`src/rtl/dvi_timing_ctrl.sv`:
```
// dvi_timing_ctrl
//   Raster timing generator for a DVI/TMDS transmitter. Walks the pixel
//   position across a frame of (H_ACTIVE+H_FP+H_SYNC+H_BP) x
//   (V_ACTIVE+V_FP+V_SYNC+V_BP) cycles and produces data enable, syncs and
//   the position itself, all registered and aligned to the same cycle.
//   A frame, once started, is always completed; dropping en_i only stops
//   the generator at the next frame boundary.
//
// Ports
//   clk_i          pixel clock (single clock domain)
//   rst_i          synchronous active-high reset, wins over en_i
//   en_i           run request, level-sensitive
//   de_o           data enable to the TMDS encoders
//   hsync_o        horizontal sync (blue-channel C0), polarity H_POL
//   vsync_o        vertical sync (blue-channel C1), polarity V_POL
//   x_o, y_o       position shown in the current cycle
//   frame_start_o  one-cycle pulse on cycles showing (0,0)
//   busy_o         high on every cycle that shows a position
module dvi_timing_ctrl #(
  parameter int H_ACTIVE = 640,
  parameter int H_FP     = 16,
  parameter int H_SYNC   = 96,
  parameter int H_BP     = 48,
  parameter int V_ACTIVE = 480,
  parameter int V_FP     = 10,
  parameter int V_SYNC   = 2,
  parameter int V_BP     = 33,
  parameter bit H_POL    = 1'b0,
  parameter bit V_POL    = 1'b0
) (
  input  logic        clk_i,
  input  logic        rst_i,
  input  logic        en_i,
  output logic        de_o,
  output logic        hsync_o,
  output logic        vsync_o,
  output logic [11:0] x_o,
  output logic [11:0] y_o,
  output logic        frame_start_o,
  output logic        busy_o
);

  localparam int H_TOTAL = H_ACTIVE + H_FP + H_SYNC + H_BP;
  localparam int V_TOTAL = V_ACTIVE + V_FP + V_SYNC + V_BP;

  if (H_TOTAL > 4096 || H_TOTAL < 1) begin : g_h_total_check
    $error("dvi_timing_ctrl: H_TOTAL must be in 1..4096");
  end
  if (V_TOTAL > 4096 || V_TOTAL < 1) begin : g_v_total_check
    $error("dvi_timing_ctrl: V_TOTAL must be in 1..4096");
  end

  // 13-bit thresholds so that a value of exactly 4096 still fits.
  localparam logic [12:0] H_ACT_END  = 13'(H_ACTIVE);
  localparam logic [12:0] H_SYNC_BEG = 13'(H_ACTIVE + H_FP);
  localparam logic [12:0] H_SYNC_END = 13'(H_ACTIVE + H_FP + H_SYNC);
  localparam logic [12:0] H_LAST     = 13'(H_TOTAL - 1);
  localparam logic [12:0] V_ACT_END  = 13'(V_ACTIVE);
  localparam logic [12:0] V_SYNC_BEG = 13'(V_ACTIVE + V_FP);
  localparam logic [12:0] V_SYNC_END = 13'(V_ACTIVE + V_FP + V_SYNC);
  localparam logic [12:0] V_LAST     = 13'(V_TOTAL - 1);

  typedef enum logic [1:0] {
    S_IDLE     = 2'd0,
    S_RUN      = 2'd1,
    S_STOPPING = 2'd2
  } state_t;

  state_t      state_p0;
  state_t      state_d;
  logic [11:0] x_p0;
  logic [11:0] y_p0;
  logic [11:0] x_d;
  logic [11:0] y_d;
  logic        x_wrap;
  logic        y_wrap;
  logic        active_d;

  logic        de_p0;
  logic        hs_p0;
  logic        vs_p0;
  logic        fs_p0;
  logic        vld_p0;

  // Half-open window test lo <= v < hi on zero-extended positions.
  function automatic logic in_win(input logic [11:0] v,
                                  input logic [12:0] lo,
                                  input logic [12:0] hi);
    logic [12:0] ve;
    ve = {1'b0, v};
    return (ve >= lo) && (ve < hi);
  endfunction

  function automatic logic below(input logic [11:0] v, input logic [12:0] lim);
    return {1'b0, v} < lim;
  endfunction

  // Next state / next position. The output registers below are loaded from
  // these next values so that every output describes the position held in
  // x_p0/y_p0 during the same cycle.
  always_comb begin
    state_d = state_p0;
    x_d     = x_p0;
    y_d     = y_p0;
    x_wrap  = ({1'b0, x_p0} == H_LAST);
    y_wrap  = ({1'b0, y_p0} == V_LAST);

    if (rst_i) begin
      state_d = S_IDLE;
      x_d     = 12'd0;
      y_d     = 12'd0;
    end else begin
      case (state_p0)
        S_IDLE: begin
          x_d = 12'd0;
          y_d = 12'd0;
          if (en_i) begin
            state_d = S_RUN;
          end
        end
        S_RUN, S_STOPPING: begin
          if (x_wrap && y_wrap && !en_i) begin
            // Frame complete and no run request: stop on the boundary.
            state_d = S_IDLE;
            x_d     = 12'd0;
            y_d     = 12'd0;
          end else begin
            state_d = en_i ? S_RUN : S_STOPPING;
            if (x_wrap) begin
              x_d = 12'd0;
              y_d = y_wrap ? 12'd0 : (y_p0 + 12'd1);
            end else begin
              x_d = x_p0 + 12'd1;
            end
          end
        end
        default: begin
          state_d = S_IDLE;
          x_d     = 12'd0;
          y_d     = 12'd0;
        end
      endcase
    end

    active_d = (state_d != S_IDLE);
  end

  // ---- stage p0: state and position registers ----
  always_ff @(posedge clk_i) begin
    if (rst_i) begin
      state_p0 <= S_IDLE;
      x_p0     <= 12'd0;
      y_p0     <= 12'd0;
    end else begin
      state_p0 <= state_d;
      x_p0     <= x_d;
      y_p0     <= y_d;
    end
  end

  // ---- stage p0: decoded outputs, aligned with x_p0/y_p0 ----
  always_ff @(posedge clk_i) begin
    vld_p0 <= active_d;
    de_p0  <= active_d && below(x_d, H_ACT_END) && below(y_d, V_ACT_END);
    hs_p0  <= (active_d && in_win(x_d, H_SYNC_BEG, H_SYNC_END)) ? H_POL : ~H_POL;
    vs_p0  <= (active_d && in_win(y_d, V_SYNC_BEG, V_SYNC_END)) ? V_POL : ~V_POL;
    fs_p0  <= active_d && (x_d == 12'd0) && (y_d == 12'd0);
  end

  assign de_o          = de_p0;
  assign hsync_o       = hs_p0;
  assign vsync_o       = vs_p0;
  assign x_o           = x_p0;
  assign y_o           = y_p0;
  assign frame_start_o = fs_p0;
  assign busy_o        = vld_p0;

endmodule

```
`config.mk`:
```
export PLATFORM = sky130hd
export DESIGN_NAME = dvi_timing_ctrl
export DESIGN_NICKNAME = d
export VERILOG_FILES = /design/src/rtl/dvi_timing_ctrl.sv
export SDC_FILE = /design/constraint.sdc
export NUM_CORES = 1
export LEC_CHECK = 0
export CAP_MARGIN = 20
export CORE_MARGIN = 2
export CORE_UTILIZATION = 49
export CTS_BUF_LIST = sky130_fd_sc_hd__clkbuf_8
export DETAILED_ROUTE_END_ITERATION = 16
export PLACE_DENSITY_LB_ADDON = 0.15
export SLEW_MARGIN = 20
export SYNTH_ARGS = -nofsm -noshare
export SYNTH_HDL_FRONTEND = slang
export SYNTH_SLANG_ARGS = --single-unit
```
`constraint.sdc`:
```
create_clock -name clk_i -period 2.1 [get_ports clk_i]
set_input_delay 0.315 -clock clk_i [delete_from_list [all_inputs] [get_ports clk_i]]
set_output_delay 0.315 -clock clk_i [all_outputs]
set_load 0.02 [all_outputs]
```
==> metrics.txt, run 1 <==
PwrDens 480 nW/um2; RSZ-0062 raised after global routing true; total power 1270 uW; most frequent cells in the layout buf_4, clkdlybuf4s50_1, nor2_1, dfxtp_1, xnor2_1; Max Cap Violations 0; largest family of logic cells by synthesized area simple AND/OR/NAND/NOR gates; FFs w/ async S/R, synth 0; Post-Route WL 4.96 mm; Hold Path Stages 2; CTS Buf Count 5; post-synthesis mux area share 0.0118; Synth Area in Compound Gates 0.0857; worst path cell trace ha_4 -> and4_4 -> nand4_1 -> nor4_4 -> buf_4 -> buf_4 -> nand2_1 -> xor2_1 -> o2bb2ai_1 -> nor4_1; most used cell, CP buf_4; synth top area cells dfxtp_1, xnor2_1, xor2_1, nor2_1, ha_1; minimum clock period after layout 2240 ps; Site Rows 21; cell area after layout 2660 um2; final core occ 0.778; worst hold endpoint state_p0[0]$_SDFF_PP0_; most common cell after layout, fill and taps aside buf_4; R2R setup slack -140 ps; max-slew violation count 0; Critical R2R Capture frame_start_o$_DFF_P_; Worst Clk Skew 8.26 ps; top_reg_cell synth dfxtp_1; synthesized area per cell 8.93 um2; Fmax 0.447 GHz; Hold Crit Start state_p0[0]$_SDFF_PP0_; largest net degree at the start of global routing 12; Synth Cell Area 1800 um2; Synth Area in Simple Gates 0.343; Initial Util 0.526; num ports 32; yosys warns 0; Final Cycle Share 1.07; I/O Buffers 31; CTS Sinks 31; Final HPWL DP around 3.8 mm; clock latency on the worst-skew pair between 200 and 300 ps; WHS 506 ps; CP required 2280 ps; Adder-Cell Fraction of Synth Area 0.0348; slowest stage cell, crit path nor4_4; Final Hold Vio Count 0; Post-DRT Antenna Nets 0; Worst Setup Path Type flop to flop; die width 64.5 um; Synth Register Bits 31; antenna violations before repair 0; vias in the first global route 1758; core area 3420 um2; CTS Root Cell clkbuf_8; antenna cell count 0; routed length per instance roughly 15 um; LEAKAGE roughly 0.0011 uW; drt pass-1 iters 4; status complete, but fails checks; Slew @ Worst Pin between 300 and 400 ps; XOR/XNOR Fraction of Synth Area 0.122; gr ovfl total 0; CTS tree built; share of the synthesized area in the top cell type 0.346; GP Congestion 0.939; Syn Nets about 210; final setup violation count 3; Mapped Cells 201; clock-pin slew on the worst setup and hold paths 70 ps; Max-slew headroom 0.762; startpoint of the worst register-to-register path x_o[1]$_SDFF_PP0_; Worst path max stage delay 380 ps; post-synthesis sequential area ratio 0.346; Reg2Reg Depth 10; Final #Nets 284; H-tree depth 2; share of post-route cells with drive strength above 1 0.348; Max Root-Sink Buffers 2; Area Growth Syn to Fin 47.9%; Synth cell types 53; Worst Path Buf+Inv 2; Crit path max-delay family simple AND/OR/NAND/NOR gates; Post-synth EDFFs 0; violated checks setup timing; vias per cell 5.56; Setup WS pre-CTS -229 ps; Worst VDD drop 0.458 mV; Crit. End Element flop; Starting DRT DRC Count 73; final worst slack -137 ps; CP Max Fanout 4; DRC viols 0; first-pass GRT wire length 8.19 mm; cell taking the most area after synthesis dfxtp_1; die area between 4000 and 5000 um2; Die Span Y approximately 65 um; crit path DAT between 2000 and 2500 ps; DR vias around 1800; Hold-fix buffers, CTS 0; Critical Path Source Type flop; placed cell areas 2470 um2; total track usage 0.254; worst hold-check path type flop to flop
## cell usage after synthesis (2+ instances only)
cell	count
nor3b_1	2
nand2b_1	2
nor2_1	22
and3_1	3
a311oi_1	2
nor4_1	5
o21ai_0	2
nand3_1	8
a21oi_1	5
nand2_1	13
nand4b_1	2
buf_4	5
ha_1	5
a21o_1	2
xnor2_1	15
nor2b_1	2
nor4b_1	2
a31oi_1	2
or2_4	2
nor3_1	9
nor4b_4	2
nand4_1	5
dfxtp_1	31
inv_1	13
nand3_2	2
or4_1	2
xor2_1	10
## stage by stage
step | instances | TNS (ps)
6_report | 322 | -331
5_1_grt | 322 | -600
4_1_cts | 320 | -179
3_5_place_dp | 311 | -696
3_3_place_gp | 311 | -343
2_1_floorplan | 201 | -60.4
## flip-flops by register name, summed over array words and instances, names as in the netlist
name and count:
frame_start_o 1, x_o 12, de_o 1, state_p0 2
busy_o 1, vsync_o 1, y_o 12, hsync_o 1
## logic make-up after synthesis
kind of cell             Yosys count
AND/OR/NAND/NOR                   97
flip-flops                        31
XOR/XNOR                          25
AO/OA/AOI/OAI                     21
buffers and inverters             20
adder cells (fa/ha/maj)            5
multiplexers                       2
## worst min-delay path, stage by stage (launching register included)
cell and delay [ps]:
dfxtp_2 330, nand2_1 50, a211oi_1 80
## per-layer routing
metal  part of all wire  global-route usage  vias to the layer above
met4              0.010              0.0745                        0
met2               0.48               0.430                       50
li1                   -                   -                      855
met3              0.056              0.0486                        6
met1               0.45               0.328                      880
met5                  0                   0                        -
## where the power goes
group          leakage (uW)  internal (uW)  switching (uW)  total, uW
logic              0.000746           92.7            91.1        184
registers          0.000259            606            9.64        615
clock network     0.0000470            257             219        476
total               0.00105            955             320       1270
## worst max-delay path by stage
stage / from / endpoint / slack (ps) / cells after the start
floorplan: x_o[1]$_SDFF_PP0_ / vsync_o$_DFF_P_ / -30 / 9
global placement: en_i / frame_start_o$_DFF_P_ / -120 / 7
detailed placement: en_i / frame_start_o$_DFF_P_ / -230 / 7
CTS: x_o[5]$_SDFF_PP0_ / vsync_o$_DFF_P_ / -60 / 6
global route: x_o[1]$_SDFF_PP0_ / frame_start_o$_DFF_P_ / -220 / 10
finish: x_o[1]$_SDFF_PP0_ / frame_start_o$_DFF_P_ / -140 / 10
## timing repair
item                       4_1_cts  5_1_grt
gates cloned                     0        0
hold endpoints to repair         0        0
setup endpoints to repair        4        4
pin swaps                        2        7
setup buffers                    2        2
gates resized for setup          7       11
## layout make-up
class | instances | area, um2
clock buffer | 6 | 82.6
clock inverter | 1 | 5.00
fill | 229 | 759
inverter | 13 | 48.8
multi-input combinational | 150 | 1170
sequential | 31 | 643
tap | 46 | 57.6
timing repair buffer | 75 | 644
Note: power is estimated with default switching activity, not from simulation.
==> run 2: changes to the inputs <==
--- a/config.mk
+++ b/config.mk
@@ -5,6 +5,7 @@
 export SDC_FILE = /design/constraint.sdc
 export NUM_CORES = 1
 export LEC_CHECK = 0
+export ABC_CLOCK_PERIOD_IN_PS = 1900
 export CAP_MARGIN = 20
 export CORE_MARGIN = 2
 export CORE_UTILIZATION = 49
==> constraint.sdc (replaced) <==
create_clock -name clk_i -period 1.9 [get_ports clk_i]
set_input_delay 0.285 -clock clk_i [delete_from_list [all_inputs] [get_ports clk_i]]
set_output_delay 0.285 -clock clk_i [all_outputs]
set_load 0.02 [all_outputs]
==> run 2 against run 1 <==
- hold slack improved by 45 ps
- critical path depth fell by 2
- global-route usage rose by 5.8 points
- the flow still finishes with violations (setup timing)
- die area did not move
- critical endpoint is now vsync_o$_DFF_P_
- sequential cell count did not move
- utilization rose by 9.3 points
- cell count rose by 9.3%
- sequential power rose by 9.8%
==> metrics.txt, run 2 (synthesized netlist as in run 1, its figures left out) <==
status complete, but fails checks; violated checks setup timing; most used cell, CP nor4b_4; minimum clock period after layout 2260 ps; gr ovfl total 0; Max Cap Violations 0; PwrDens approximately 500 nW/um2; most frequent cells in the layout buf_4, clkdlybuf4s50_1, nor2_1, dfxtp_1, xnor2_1; Initial Util 0.526; vias in the first global route 1957; CTS Sinks 31; final worst slack -357 ps; total power 1490 uW; Worst Path Buf+Inv 1; Placed Instances 338; GP Congestion 0.928; cell area after layout roughly 3000 um2; slowest stage cell, crit path or3_4; CP required 2060 ps; Critical Path Source Type flop; worst path cell trace nor4b_4 -> buf_4 -> nand3_4 -> or3_4 -> xnor2_2 -> nand3_1 -> nor4b_4 -> nand3_2; drt pass-1 iters 5; Post-Route WL 6.86 mm; Crit path max-delay family simple AND/OR/NAND/NOR gates; largest net degree at the start of global routing 11; Post-DRT Antenna Nets 0; Die Span Y ~65 um; antenna cell count 0; most common cell after layout, fill and taps aside buf_4; Worst Clk Skew 13.9 ps; worst hold-check path type flop to flop; routed length per instance between 15 and 20 um; Max Root-Sink Buffers 2; antenna violations before repair 0; Area Growth Syn to Fin 65.7%; Final HPWL DP approximately 4.1 mm; Final #Nets 313; CTS Root Cell clkbuf_8; max-slew violation count 0; final setup violation count 6; Site Rows 21; DRC viols 0; clock latency on the worst-skew pair 300 ps; Slew @ Worst Pin 465 ps; H-tree depth 2; Hold-fix buffers, CTS 0; vias per cell slightly below 6; Max-slew headroom 0.688; non-filler instance count after layout 352; clock-pin slew on the worst setup and hold paths ~70 ps; Fmax 0.443 GHz; core area 3420 um2; Crit. End Element flop; crit path DAT roughly 2400 ps; Starting DRT DRC Count 225; Final Hold Vio Count 0; Worst Setup Path Type flop to flop; WHS 551 ps; Worst path max stage delay 410 ps; CTS tree built; placed cell areas between 2000 and 3000 um2; total track usage 0.312; RSZ-0062 raised after global routing true; LEAKAGE 0.00125 uW; Final Cycle Share 1.19; num ports 32; CTS Buf Count 5; die area about 4200 um2; first-pass GRT wire length 9.82 mm; Filler Cells Inserted ~170; die width between 60 and 70 um; CP Max Fanout 4; share of post-route cells with drive strength above 1 0.444; DR vias 2085; I/O Buffers 31; Worst VDD drop 0.489 mV
## run 2: metal layers
layer  track usage  share of wire
met1         0.414           0.39
met2         0.486           0.47
met3        0.0729          0.097
met4         0.133          0.045
met5             0              0
## run 2: path summary, 6_finish.rpt
check	slack, ps	start	end	cells past startpoint
worst max-delay path	-360	x_o[10]$_SDFF_PP0_	vsync_o$_DFF_P_	8
worst min-delay path	550	x_o[0]$_SDFF_PP0_	x_o[0]$_SDFF_PP0_	2
worst max register to register	-360	x_o[10]$_SDFF_PP0_	vsync_o$_DFF_P_	8
worst min register to register	550	x_o[0]$_SDFF_PP0_	x_o[0]$_SDFF_PP0_	2
## run 2: timing repair
item / 4_1_cts / 5_1_grt
setup endpoints to repair: 6 / 8
gates resized for setup: 12 / 22
setup buffers: 4 / 3
gates cloned: 0 / 0
pin swaps: 11 / 13
## run 2: cell type report
type | count | area (um2) | area share
Clock buffer | 6 | 82.6 | 0.0278
Clock inverter | 2 | 8.76 | 0.00294
Inverter | 13 | 48.8 | 0.0164
Multi-Input combinational cell | 150 | 1250 | 0.421
Sequential cell | 31 | 652 | 0.219
Tap cell | 46 | 57.6 | 0.0193
Timing Repair Buffer | 104 | 873 | 0.294
## run 2: worst min-delay path: cells and delay by family, from the launching register on
family	cells	cell delay, ps
buffers and inverters	1	120
flip-flops	1	360
AND/OR/NAND/NOR	1	40
## run 2: per-stage QoR
stage,setup WS [ps],util,TNS [ps]
after floorplan,-231,-,-547
after global placement,-296,0.789,-1070
after detailed placement,-379,0.789,-1470
after CTS,-251,0.844,-770
after global routing,-437,0.871,-1800
final,-357,0.871,-1190
## run 2: power by group
part	leakage (uW)	switching [uW]	internal, uW
Combinational	0.000939	122	136
Clock	0.0000524	269	287
Sequential	0.000260	10.1	665
Total	0.00125	401	1090
